`src/rtl/sa_tile_sequencer_pkg.sv`:
```
`default_nettype none
// ============================================================================
// Module      : sa_tile_sequencer_pkg
// Description : Shared state encoding and sizing constants for the tile
//               sequencer around the 4x4 systolic array.
// Revision    : 1.0 - initial release
// ============================================================================
package sa_tile_sequencer_pkg;

    localparam int c_rows            = 4;
    localparam int c_timeout_default = 32;

    typedef enum logic [2:0] {
        S_IDLE  = 3'd0,
        S_LOAD  = 3'd1,
        S_RUN   = 3'd2,
        S_STORE = 3'd3,
        S_NEXT  = 3'd4,
        S_FIN   = 3'd5
    } state_t;

    // Offset of the first row of a tile inside a global buffer.
    function automatic logic [31:0] tile_offset(input logic [7:0] tile);
        return {22'd0, tile, 2'b00};
    endfunction

endpackage
`default_nettype wire

```
`src/rtl/sa_result_capture.sv`:
```
`default_nettype none
// ============================================================================
// Module      : sa_result_capture
// Description : 4-row result capture register with a row-select read port.
// Revision    : 1.0 - initial release
// ============================================================================
module sa_result_capture
    import sa_tile_sequencer_pkg::*;
#(
    parameter int DATAC_BITS = 128
) (
    input  logic                  clk,
    input  logic                  rst,
    input  logic                  i_load,
    input  logic [DATAC_BITS-1:0] i_row0,
    input  logic [DATAC_BITS-1:0] i_row1,
    input  logic [DATAC_BITS-1:0] i_row2,
    input  logic [DATAC_BITS-1:0] i_row3,
    input  logic [1:0]            i_sel,
    output logic [DATAC_BITS-1:0] o_row
);

    logic [DATAC_BITS-1:0] r_rows [c_rows];

    always_ff @(posedge clk) begin
        if (rst) begin
            for (int i = 0; i < c_rows; i++) begin
                r_rows[i] <= '0;
            end
        end else if (i_load) begin
            r_rows[0] <= i_row0;
            r_rows[1] <= i_row1;
            r_rows[2] <= i_row2;
            r_rows[3] <= i_row3;
        end
    end

    assign o_row = r_rows[i_sel];

endmodule
`default_nettype wire

```
`src/rtl/sa_tile_sequencer.sv`:
```
`default_nettype none
// ============================================================================
// Module      : sa_tile_sequencer
// Description : Streams A/B tiles into the 4x4 systolic array, runs it and
//               writes the four result rows back to global buffer C.
// Revision    : 1.0 - initial release
// ============================================================================
module sa_tile_sequencer
    import sa_tile_sequencer_pkg::*;
#(
    parameter int ADDR_BITS   = 16,
    parameter int DATA_BITS   = 32,
    parameter int DATAC_BITS  = 128,
    parameter int TIMEOUT_CYC = c_timeout_default
) (
    input  logic                  clk,
    input  logic                  rst,
    input  logic                  in_valid,
    input  logic [7:0]            tile_count,
    input  logic [ADDR_BITS-1:0]  a_base,
    input  logic [ADDR_BITS-1:0]  b_base,
    input  logic [ADDR_BITS-1:0]  c_base,
    output logic                  busy,
    output logic                  done,
    output logic                  error,
    output logic [ADDR_BITS-1:0]  A_index,
    output logic [ADDR_BITS-1:0]  B_index,
    input  logic [DATA_BITS-1:0]  A_data_out,
    input  logic [DATA_BITS-1:0]  B_data_out,
    output logic                  C_wr_en,
    output logic [ADDR_BITS-1:0]  C_index,
    output logic [DATAC_BITS-1:0] C_data_in,
    output logic                  sa_rst_n,
    output logic [DATA_BITS-1:0]  local_buffer_A0,
    output logic [DATA_BITS-1:0]  local_buffer_A1,
    output logic [DATA_BITS-1:0]  local_buffer_A2,
    output logic [DATA_BITS-1:0]  local_buffer_A3,
    output logic [DATA_BITS-1:0]  local_buffer_B0,
    output logic [DATA_BITS-1:0]  local_buffer_B1,
    output logic [DATA_BITS-1:0]  local_buffer_B2,
    output logic [DATA_BITS-1:0]  local_buffer_B3,
    input  logic [DATAC_BITS-1:0] local_buffer_C0,
    input  logic [DATAC_BITS-1:0] local_buffer_C1,
    input  logic [DATAC_BITS-1:0] local_buffer_C2,
    input  logic [DATAC_BITS-1:0] local_buffer_C3,
    input  logic                  sa_done
);

    localparam int                c_cnt_w    = $clog2(TIMEOUT_CYC + 1);
    localparam logic [c_cnt_w-1:0] c_cnt_last = c_cnt_w'(TIMEOUT_CYC - 1);
    localparam logic [2:0]        c_step_last = 3'(c_rows - 1);
    localparam logic [2:0]        c_load_last = 3'(c_rows);

    state_t                r_state;
    logic [7:0]            r_tile;
    logic [7:0]            r_tiles;
    logic [ADDR_BITS-1:0]  r_a_base;
    logic [ADDR_BITS-1:0]  r_b_base;
    logic [ADDR_BITS-1:0]  r_c_base;
    logic [2:0]            r_step;
    logic [c_cnt_w-1:0]    r_run_cnt;
    logic                  r_busy;
    logic                  r_done;
    logic                  r_error;
    logic                  r_sa_rst_n;
    logic                  r_wr_en;
    logic [ADDR_BITS-1:0]  r_a_idx;
    logic [ADDR_BITS-1:0]  r_b_idx;
    logic [ADDR_BITS-1:0]  r_c_idx;
    logic [DATA_BITS-1:0]  r_op_a [c_rows];
    logic [DATA_BITS-1:0]  r_op_b [c_rows];

    logic                  w_capture;
    logic [1:0]            w_op_slot;

    assign w_capture = (r_state == S_RUN) && sa_done;
    // LOAD step k captures the word addressed in step k-1.
    assign w_op_slot = r_step[1:0] - 2'd1;

    always_ff @(posedge clk) begin
        if (rst) begin
            r_state    <= S_IDLE;
            r_tile     <= '0;
            r_tiles    <= '0;
            r_a_base   <= '0;
            r_b_base   <= '0;
            r_c_base   <= '0;
            r_step     <= '0;
            r_run_cnt  <= '0;
            r_busy     <= 1'b0;
            r_done     <= 1'b0;
            r_error    <= 1'b0;
            r_sa_rst_n <= 1'b0;
            r_wr_en    <= 1'b0;
            r_a_idx    <= '0;
            r_b_idx    <= '0;
            r_c_idx    <= '0;
            for (int i = 0; i < c_rows; i++) begin
                r_op_a[i] <= '0;
                r_op_b[i] <= '0;
            end
        end else begin
            r_done <= 1'b0;
            case (r_state)
                S_IDLE: begin
                    if (in_valid) begin
                        r_tiles  <= tile_count;
                        r_a_base <= a_base;
                        r_b_base <= b_base;
                        r_c_base <= c_base;
                        r_error  <= 1'b0;
                        r_tile   <= '0;
                        r_busy   <= 1'b1;
                        if (tile_count == 8'd0) begin
                            r_state <= S_FIN;
                            r_done  <= 1'b1;
                        end else begin
                            r_state <= S_LOAD;
                            r_step  <= '0;
                            r_a_idx <= a_base;
                            r_b_idx <= b_base;
                        end
                    end
                end
                S_LOAD: begin
                    if (r_step != 3'd0) begin
                        r_op_a[w_op_slot] <= A_data_out;
                        r_op_b[w_op_slot] <= B_data_out;
                    end
                    if (r_step == c_load_last) begin
                        r_state    <= S_RUN;
                        r_sa_rst_n <= 1'b1;
                        r_run_cnt  <= '0;
                    end else begin
                        r_step <= r_step + 3'd1;
                        if (r_step < c_step_last) begin
                            r_a_idx <= r_a_idx + ADDR_BITS'(1);
                            r_b_idx <= r_b_idx + ADDR_BITS'(1);
                        end
                    end
                end
                S_RUN: begin
                    if (sa_done) begin
                        r_sa_rst_n <= 1'b0;
                        r_state    <= S_STORE;
                        r_step     <= '0;
                        r_wr_en    <= 1'b1;
                        r_c_idx    <= r_c_base + ADDR_BITS'(tile_offset(r_tile));
                    end else if (r_run_cnt == c_cnt_last) begin
                        r_sa_rst_n <= 1'b0;
                        r_error    <= 1'b1;
                        r_state    <= S_FIN;
                        r_done     <= 1'b1;
                    end else begin
                        r_run_cnt <= r_run_cnt + c_cnt_w'(1);
                    end
                end
                S_STORE: begin
                    if (r_step == c_step_last) begin
                        r_wr_en <= 1'b0;
                        r_state <= S_NEXT;
                    end else begin
                        r_step  <= r_step + 3'd1;
                        r_c_idx <= r_c_idx + ADDR_BITS'(1);
                    end
                end
                S_NEXT: begin
                    r_tile <= r_tile + 8'd1;
                    if (r_tile + 8'd1 == r_tiles) begin
                        r_state <= S_FIN;
                        r_done  <= 1'b1;
                    end else begin
                        r_state <= S_LOAD;
                        r_step  <= '0;
                        r_a_idx <= r_a_base + ADDR_BITS'(tile_offset(r_tile + 8'd1));
                        r_b_idx <= r_b_base + ADDR_BITS'(tile_offset(r_tile + 8'd1));
                    end
                end
                S_FIN: begin
                    r_busy  <= 1'b0;
                    r_state <= S_IDLE;
                end
                default: begin
                    r_state <= S_IDLE;
                end
            endcase
        end
    end

    sa_result_capture #(
        .DATAC_BITS (DATAC_BITS)
    ) u_capture (
        .clk    (clk),
        .rst    (rst),
        .i_load (w_capture),
        .i_row0 (local_buffer_C0),
        .i_row1 (local_buffer_C1),
        .i_row2 (local_buffer_C2),
        .i_row3 (local_buffer_C3),
        .i_sel  (r_step[1:0]),
        .o_row  (C_data_in)
    );

    // A write must never reach buffer C while reset is being applied.
    assign C_wr_en         = r_wr_en & ~rst;
    assign busy            = r_busy;
    assign done            = r_done;
    assign error           = r_error;
    assign sa_rst_n        = r_sa_rst_n;
    assign A_index         = r_a_idx;
    assign B_index         = r_b_idx;
    assign C_index         = r_c_idx;
    assign local_buffer_A0 = r_op_a[0];
    assign local_buffer_A1 = r_op_a[1];
    assign local_buffer_A2 = r_op_a[2];
    assign local_buffer_A3 = r_op_a[3];
    assign local_buffer_B0 = r_op_b[0];
    assign local_buffer_B1 = r_op_b[1];
    assign local_buffer_B2 = r_op_b[2];
    assign local_buffer_B3 = r_op_b[3];

endmodule
`default_nettype wire

```
`config.mk`:
```
export PLATFORM = sky130hd
export DESIGN_NAME = sa_tile_sequencer
export DESIGN_NICKNAME = d
export VERILOG_FILES = /design/src/rtl/sa_tile_sequencer_pkg.sv /design/src/rtl/sa_result_capture.sv /design/src/rtl/sa_tile_sequencer.sv
export SDC_FILE = /design/constraint.sdc
export NUM_CORES = 1
export LEC_CHECK = 0
export ABC_AREA = 1
export ABC_CLOCK_PERIOD_IN_PS = 50200
export CAP_MARGIN = 15
export CORE_AREA = 2 2 417 419
export CTS_BUF_LIST = sky130_fd_sc_hd__clkbuf_4 sky130_fd_sc_hd__clkbuf_8
export CTS_CLUSTER_DIAMETER = 200
export DETAILED_ROUTE_END_ITERATION = 6
export DIE_AREA = 0 0 419 421
export GPL_TIMING_DRIVEN = 0
export PLACE_DENSITY_LB_ADDON = 0.05
export SLEW_MARGIN = 20
export SYNTH_ARGS = -nofsm -noshare
export SYNTH_HDL_FRONTEND = slang
export SYNTH_SLANG_ARGS = --single-unit
```
`constraint.sdc`:
```
create_clock -name clk -period 50.2 [get_ports clk]
set_input_delay 10.04 -clock clk [delete_from_list [all_inputs] [get_ports clk]]
set_output_delay 10.04 -clock clk [all_outputs]
set_load 0.05 [all_outputs]
```
## Word-level counts from Yosys, hierarchy flattened

Memories as Yosys holds them, arrays and structs flattened. A register that Yosys moved wholly into a read port is not among the register bits.
Index checks and enable logic that the tools add are counted.

| word-level totals | value |
|---|---|
| bits in writable memories | 768 |
| memories kept | 3 |
| register bits after elaboration | 129 |
| input port bits | 636 |
| logic and storage cells | 158 |
| output and inout port bits | 437 |

| cells by class | value |
|---|---|
| equality and inequality tests | 22 |
| reduce and logical (&&, ||, !) cells | 24 |
| mux-type cells | 76 |
| add/subtract/negate cells | 10 |
| bitwise operators | 6 |
| magnitude comparators | 1 |

Memory list:

| name | depth | bits a word | rd ports | clocked after memory_dff | write ports | RTL line | source |
|---|---|---|---|---|---|---|---|
| u_capture.r_rows | 4 | 128 | 1 | 1 | 4 | sa_result_capture.sv:23 | `logic [DATAC_BITS-1:0] r_rows [c_rows];` |
| r_op_a | 4 | 32 | 4 | 0 | 4 | sa_tile_sequencer.sv:70 | `logic [DATA_BITS-1:0] r_op_a [c_rows];` |
| r_op_b | 4 | 32 | 4 | 0 | 4 | sa_tile_sequencer.sv:71 | `logic [DATA_BITS-1:0] r_op_b [c_rows];` |

Operator list:

| cell | number |
|---|---|
| 128-bit two-way mux | 4 |
| 16-bit two-way mux | 12 |
| 16-bit case mux with 3 select lines | 2 |
| 32-bit two-way mux | 2 |
| 32-bit OR reduction | 2 |
| 16-bit by 1-bit adder with 16-bit output (second input constant) | 3 |
| 16-bit by 10-bit adder with 16-bit output | 3 |
| 3-bit two-way mux | 13 |
| 16-bit case mux with 2 select lines | 1 |
| 3-bit case mux with 5 select lines | 2 |
| 1-bit two-way mux | 25 |
| 2-bit inequality test (second input constant) | 11 |
| 6-bit two-way mux | 3 |
| 8-bit case mux with 2 select lines | 1 |
| 6-bit case mux with 2 select lines | 1 |
| 4-bit AND reduction | 3 |
| 2-bit nonzero test | 5 |
| 3-bit by 2-bit == test with 1-bit output (second input constant) | 3 |
| 3-bit == test (second input constant) | 3 |
| 3-bit AND reduction | 3 |
| 8-bit by 1-bit adder with 8-bit output (second input constant) | 1 |
| 8-bit == test | 1 |
| 8-bit logical NOT | 1 |
| 2-bit two-way mux | 4 |
| 21 further kinds | 30 |

## Logic depth before layout (Yosys ltp)

| depth | value |
|---|---|
| word-level depth | 7 |
| mapped depth | 19 |
| depth with buffers taken out | 19 |

## By module

A second synthesis with hierarchy kept.

| unflattened totals | value |
|---|---|
| cell total of the unflattened synthesis | 5107 |
| area, all modules | 43367.8 µm² |

Modules (own cells, without submodules):

| module | cells each | area each (µm²) | seq. area each (µm²) | times used |
|---|---|---|---|---|
| sa_result_capture | 3090 | 25665.9 | 15374.7 | 1 |
| sa_tile_sequencer | 2017 | 17702.0 | 10269.8 | 1 |

## Least setup slack after synthesis

No wires, ideal clock.

| timing | value |
|---|---|
| path kind | input to register |
| start | in sa_done |
| end | reg r_sa_rst_n (netlist: sa_rst_n) |
| arrival time | 46.376 ns |
| buffers on the path | 0 |
| slack | 2.252 ns |
| cell stages on the path | 3 |
| data required time | 48.628 ns |
| cell sequence | inv_1 -> o21ai_0 -> nor3_1 |

| on the way | value |
|---|---|
| longest elaborated chain between the ends | 2 |
| elaborated cells between the ends (all ways) | 4 |
| classes of those cells | 1 x eq/ne; 2 x mux; 1 x reduce/logical |

RTL lines:

| element | RTL line | source |
|---|---|---|
| from (decl) | sa_tile_sequencer.sv:46 | `input logic sa_done` |
| 3-bit by 2-bit inequality test with 1-bit output (no line) or 1-bit two-way mux (tied branches) | -- |  |
| 3-bit AND reduction (no line) or 1-bit case mux with 2 select lines (tied branches) | -- |  |
| to (signal assigned) | sa_tile_sequencer.sv:93 | `r_sa_rst_n <= 1'b0;` |
| to (signal assigned) | sa_tile_sequencer.sv:132 | `r_sa_rst_n <= 1'b1;` |
| to (signal assigned) | sa_tile_sequencer.sv:144 | `r_sa_rst_n <= 1'b0;` |
| to (decl) | sa_tile_sequencer.sv:65 | `logic r_sa_rst_n;` |

Several ways; a longest one is shown, not always the timed one.
A chain may end at the register's enable or synchronous reset.

## Final worst setup path

| timing | value |
|---|---|
| start | in rst |
| end | out C_wr_en |

| on the way | value |
|---|---|
| longest elaborated chain between the ends | 2 |

RTL lines:

| element | RTL line | source |
|---|---|---|
| from (decl) | sa_tile_sequencer.sv:17 | `input logic rst,` |
| 1-bit NOT | sa_tile_sequencer.sv:205 | `assign C_wr_en = r_wr_en & ~rst;` |
| 1-bit bitwise AND | sa_tile_sequencer.sv:205 |  |
| to (decl) | sa_tile_sequencer.sv:30 | `output logic C_wr_en,` |

No other way between the ends.

==> impl_summary.txt <==
----------------------------------------------------
[Final layout]
  Layout cells sized above 1 ... 6.61%
  Area taken by flip-flops and latches ... 25700 um2
  Multi-input gate area in the final layout ... 10900 um2
  Filler cell count ... 18100
  Design Area, Final ... 58500 um2
  Net count reported at finish ... 6210
  Area Growth Syn to Fin ... 45.5%

[Pwr]
  Cell Pwr Density ... 43.2 nW/um2
  Final Power ... 0.00252 W
  Leak pwr ... 24.2 nW
  Worst voltage drop across the vdd grid ... 0.0245 mV

[Min path]
  Path category of the worst min-delay check ... reg -> reg

[Clocking]
  CTS sink count ... 899
  CTS Hold Bufs ... 0
  Reg clk slew, reported paths ... 0.06 ns
  Setup fix buffers added after clock tree synthesis ... 0
  Count of instances resized after the clock tree is built ... 0
  Root Buffer ... clkbuf_8
  Clk Latency, worst-skew pair ... 0.92 ns
  Clock tree from TritonCTS ... done
  Total CTS buffers ... 178
  Maximum count of clock buffers along a single path ... 3
  H-tree lvl count ... 4

[Die]
  Die width ... 419 um
  Die area ... 176000 um2
  Row Count ... 153
  I/O pin count ... 1073
  Placeable core region ... 172000 um2
  Effective utilization at floorplan ... 23.3%
  Overall die height ... 421 um

[GRT]
  Tot GR Track Use ... 21.1%
  Antenna violations before repair ... 97
  First-pass GRT wire length ... 263 mm
  Via count of the first global-routing pass ... 34900
  Total gr overflow ... 0
  Maximum number of pins on one net before global-route repair ... 38

[Drt]
  Via density ... 4.26
  # DRC ... 0
  Vias after detailed routing ... 34300
  Drt total wl ... 190 mm
  Avg WL per Cell ... 23.6 um
  Drt first-iter violations ... 2343
  Length of the first detailed-routing pass in iterations ... 5
  Count of nets left with antenna violations after detail routing ... 0

[STA]
  Transition at the pin with the smallest max-transition slack ... 1.10 ns
  Fin Clk Skew ... 0.0417 ns
  Post-route clock period utilization ... 42.7%
  Total count of hold-check failures in the final report ... 0
  Worst slew margin relative to its limit ... 26.9%
  RSZ-0062 raised after global routing ... no
  Number of max-slew violations in the final report ... 0
  Total Negative Setup Slacks ... 0 ns
  Final number of setup-violating endpoints ... 0
  Maximum clock frequency ... 46.7 MHz
  Final critical delay including setup and external delays ... 21.42 ns

[Setup path]
  Kind of start point of the critical path ... primary input
  Highest fanout seen on the critical path ... 10
  Type of destination of the critical path ... primary output
  Worst Setup Path Type ... in -> out
  Required time at the endpoint of the critical path ... 40.16 ns
  Data arrival time at the worst-slack endpoint ... 11.38 ns

[Logic synthesis]
  Flip-flop cell with the highest count after synthesis ... edfxtp_1
  Number of flip-flops and latches in the synthesized netlist ... 899
  Number of nets produced by synthesis ... 4924
  Number of synthesized flops with an enable pin ... 768
  Post-synthesis sequential area ratio ... 63.9%
  Number of warning messages in the yosys log ... 0
  Number of standard cells after synthesis ... 4252
  Average instance area after synthesis ... 9.45 um2
  Proportion of synthesized flip-flops having asynchronous set or reset ... 0%
  Number of unique standard cell types used by synthesis ... 48
  Post-Synthesis Cell Area ... 40200 um2

[Placement]
  Count of port buffers added during placement ... 1071
  Placed inst area ... 54800 um2
  Global placement routability congestion ... 0.856
  HPWL reported at the end of detailed placement ... 146 mm

[Run status]
  Outcome ... completed

[Job]
  Max-cap viol count ... 0

----------------------------------------------------
-- Yosys cell counts (2+ instances only) --
master    count  area share [%]
o31ai_1       2           0.037
nand3b_1      2           0.037
o211ai_1     10            0.19
buf_1        20            0.19
a21oi_1     132             1.6
xor2_1       12            0.26
a221oi_1      2           0.044
nor2_2        2           0.031
nor2_1     1171              11
o22ai_1     128             2.0
nor2_4        2           0.056
buf_2        16            0.20
nor3_1       33            0.41
nand2_2       3           0.047
o21bai_1      4           0.075
nor4_1        4           0.062
o311ai_0      4           0.087
xnor2_1       5            0.11
buf_6        10            0.28
nand4_1      13            0.20
edfxtp_1    768              57
fa_1          3            0.15
ha_1         33             1.0
inv_1       715             6.7
dfxtp_1     131             6.5
nand3_1     103             1.3
a31oi_1       6           0.093
inv_2         3           0.028
o21ai_0     344             4.3
clkbuf_1    166             1.6
o221ai_1      3           0.065
a211oi_1      4           0.075
clkinv_1      4           0.037
buf_4         3           0.056
or2_2         7            0.11
nand2_1     372             3.5
-- per-stage QoR --
| stage | util, % | setup WS (ns) | hold slack (ns) | std cells |
|---|---|---|---|---|
| global placement | 31.2 | -20.95 | 0.446 | 7648 |
| global route | 33.9 | 28.76 | 0.480 | 8041 |
| finish | 33.9 | 28.78 | 0.464 | 8049 |
| floorplan | - | 2.25 | 0.430 | 4252 |
| CTS | 33.8 | 28.78 | 0.459 | 8015 |
| detailed placement | 31.8 | 28.79 | 0.451 | 7683 |
-- area by class of cell --
class,instances,share of cell area (%)
Timing Repair Buffer,1106,19.9
Clock inverter,90,0.991
Multi-Input combinational cell,2416,18.7
Tap cell,2325,4.98
Antenna cell,34,0.146
Sequential cell,899,43.9
Clock buffer,242,5.13
Inverter,722,4.64
Buffer,215,1.58
-- report_power, final --
part / leakage (nW) / internal (W) / switching, W
logic: 13.3 / 0.000252 / 0.000583
clock network: 1.89 / 0.000415 / 0.000355
registers: 9.03 / 0.000883 / 0.0000361
total: 24.2 / 0.00155 / 0.000974
-- registers in the layout (all words and copies together), names as in the netlist, 6 cells and up, named ones only --
| name | count |
|---|---|
| r_op_a | 128 |
| r_op_b | 128 |
| A_index | 16 |
| B_index | 16 |
| u_capture.r_rows | 512 |
| r_a_base | 16 |
| r_b_base | 16 |
| C_index | 16 |
| r_tile | 8 |
| r_tiles | 8 |
| r_c_base | 16 |
| r_run_cnt | 6 |
-- cell families (layout without fill, tap and decap cells) --
kind of cell    count (synthesis)  in the layout  synth area share (%)
xor+xnor                       17             17                 0.371
simple gates                 1716           1716                  16.8
other cells                     0             34                     0
buf+inv                       937           2375                  9.02
fa+ha+maj                      36             36                  1.18
compound gates                647            647                  8.76
flops                         899            899                  63.9
-- cell usage in the layout (no fill, tap or decap), types with 13 or more instances in the layout --
cell             count
clkbuf_8           189
edfxtp_1           768
buf_1               19
ha_1                33
nor2_1            1171
clkbuf_1           158
clkbuf_4            53
diode_2             34
nand2_1            368
nand4_1             13
o22ai_1            128
a21oi_1            132
clkinv_2            19
buf_2               17
o21ai_0            343
buf_16              31
clkdlybuf4s50_1   1071
nand3_1            103
inv_1              715
nor3_1              33
clkinv_1            57
dfxtp_1            131
-- per-layer routing --
metal	wire (um)	GRT usage, %
met5	361	0
met4	7580	8.86
met3	11700	5.47
met2	99200	38.3
met1	71100	22.9
-- path summary, 6_finish.rpt --
check                                 from                         end  slack [ns]  depth (start not counted)
setup / recovery                       rst                     C_wr_en       28.78                          3
hold / removal    r_b_base[0]$_SDFFE_PP0P_    r_b_base[0]$_SDFFE_PP0P_        0.46                          2
setup reg to reg    r_step[0]$_SDFFE_PP0P_  r_op_a[2][7]$_SDFFCE_PN0P_       46.12                          8
hold reg to reg   r_b_base[0]$_SDFFE_PP0P_    r_b_base[0]$_SDFFE_PP0P_        0.46                          2
-- worst max-delay path: stages --
cell and delay [ns]:
buf_2 0.20, nor2_1 0.17, clkdlybuf4s50_1 0.96
(Power assumes the default switching activity.)
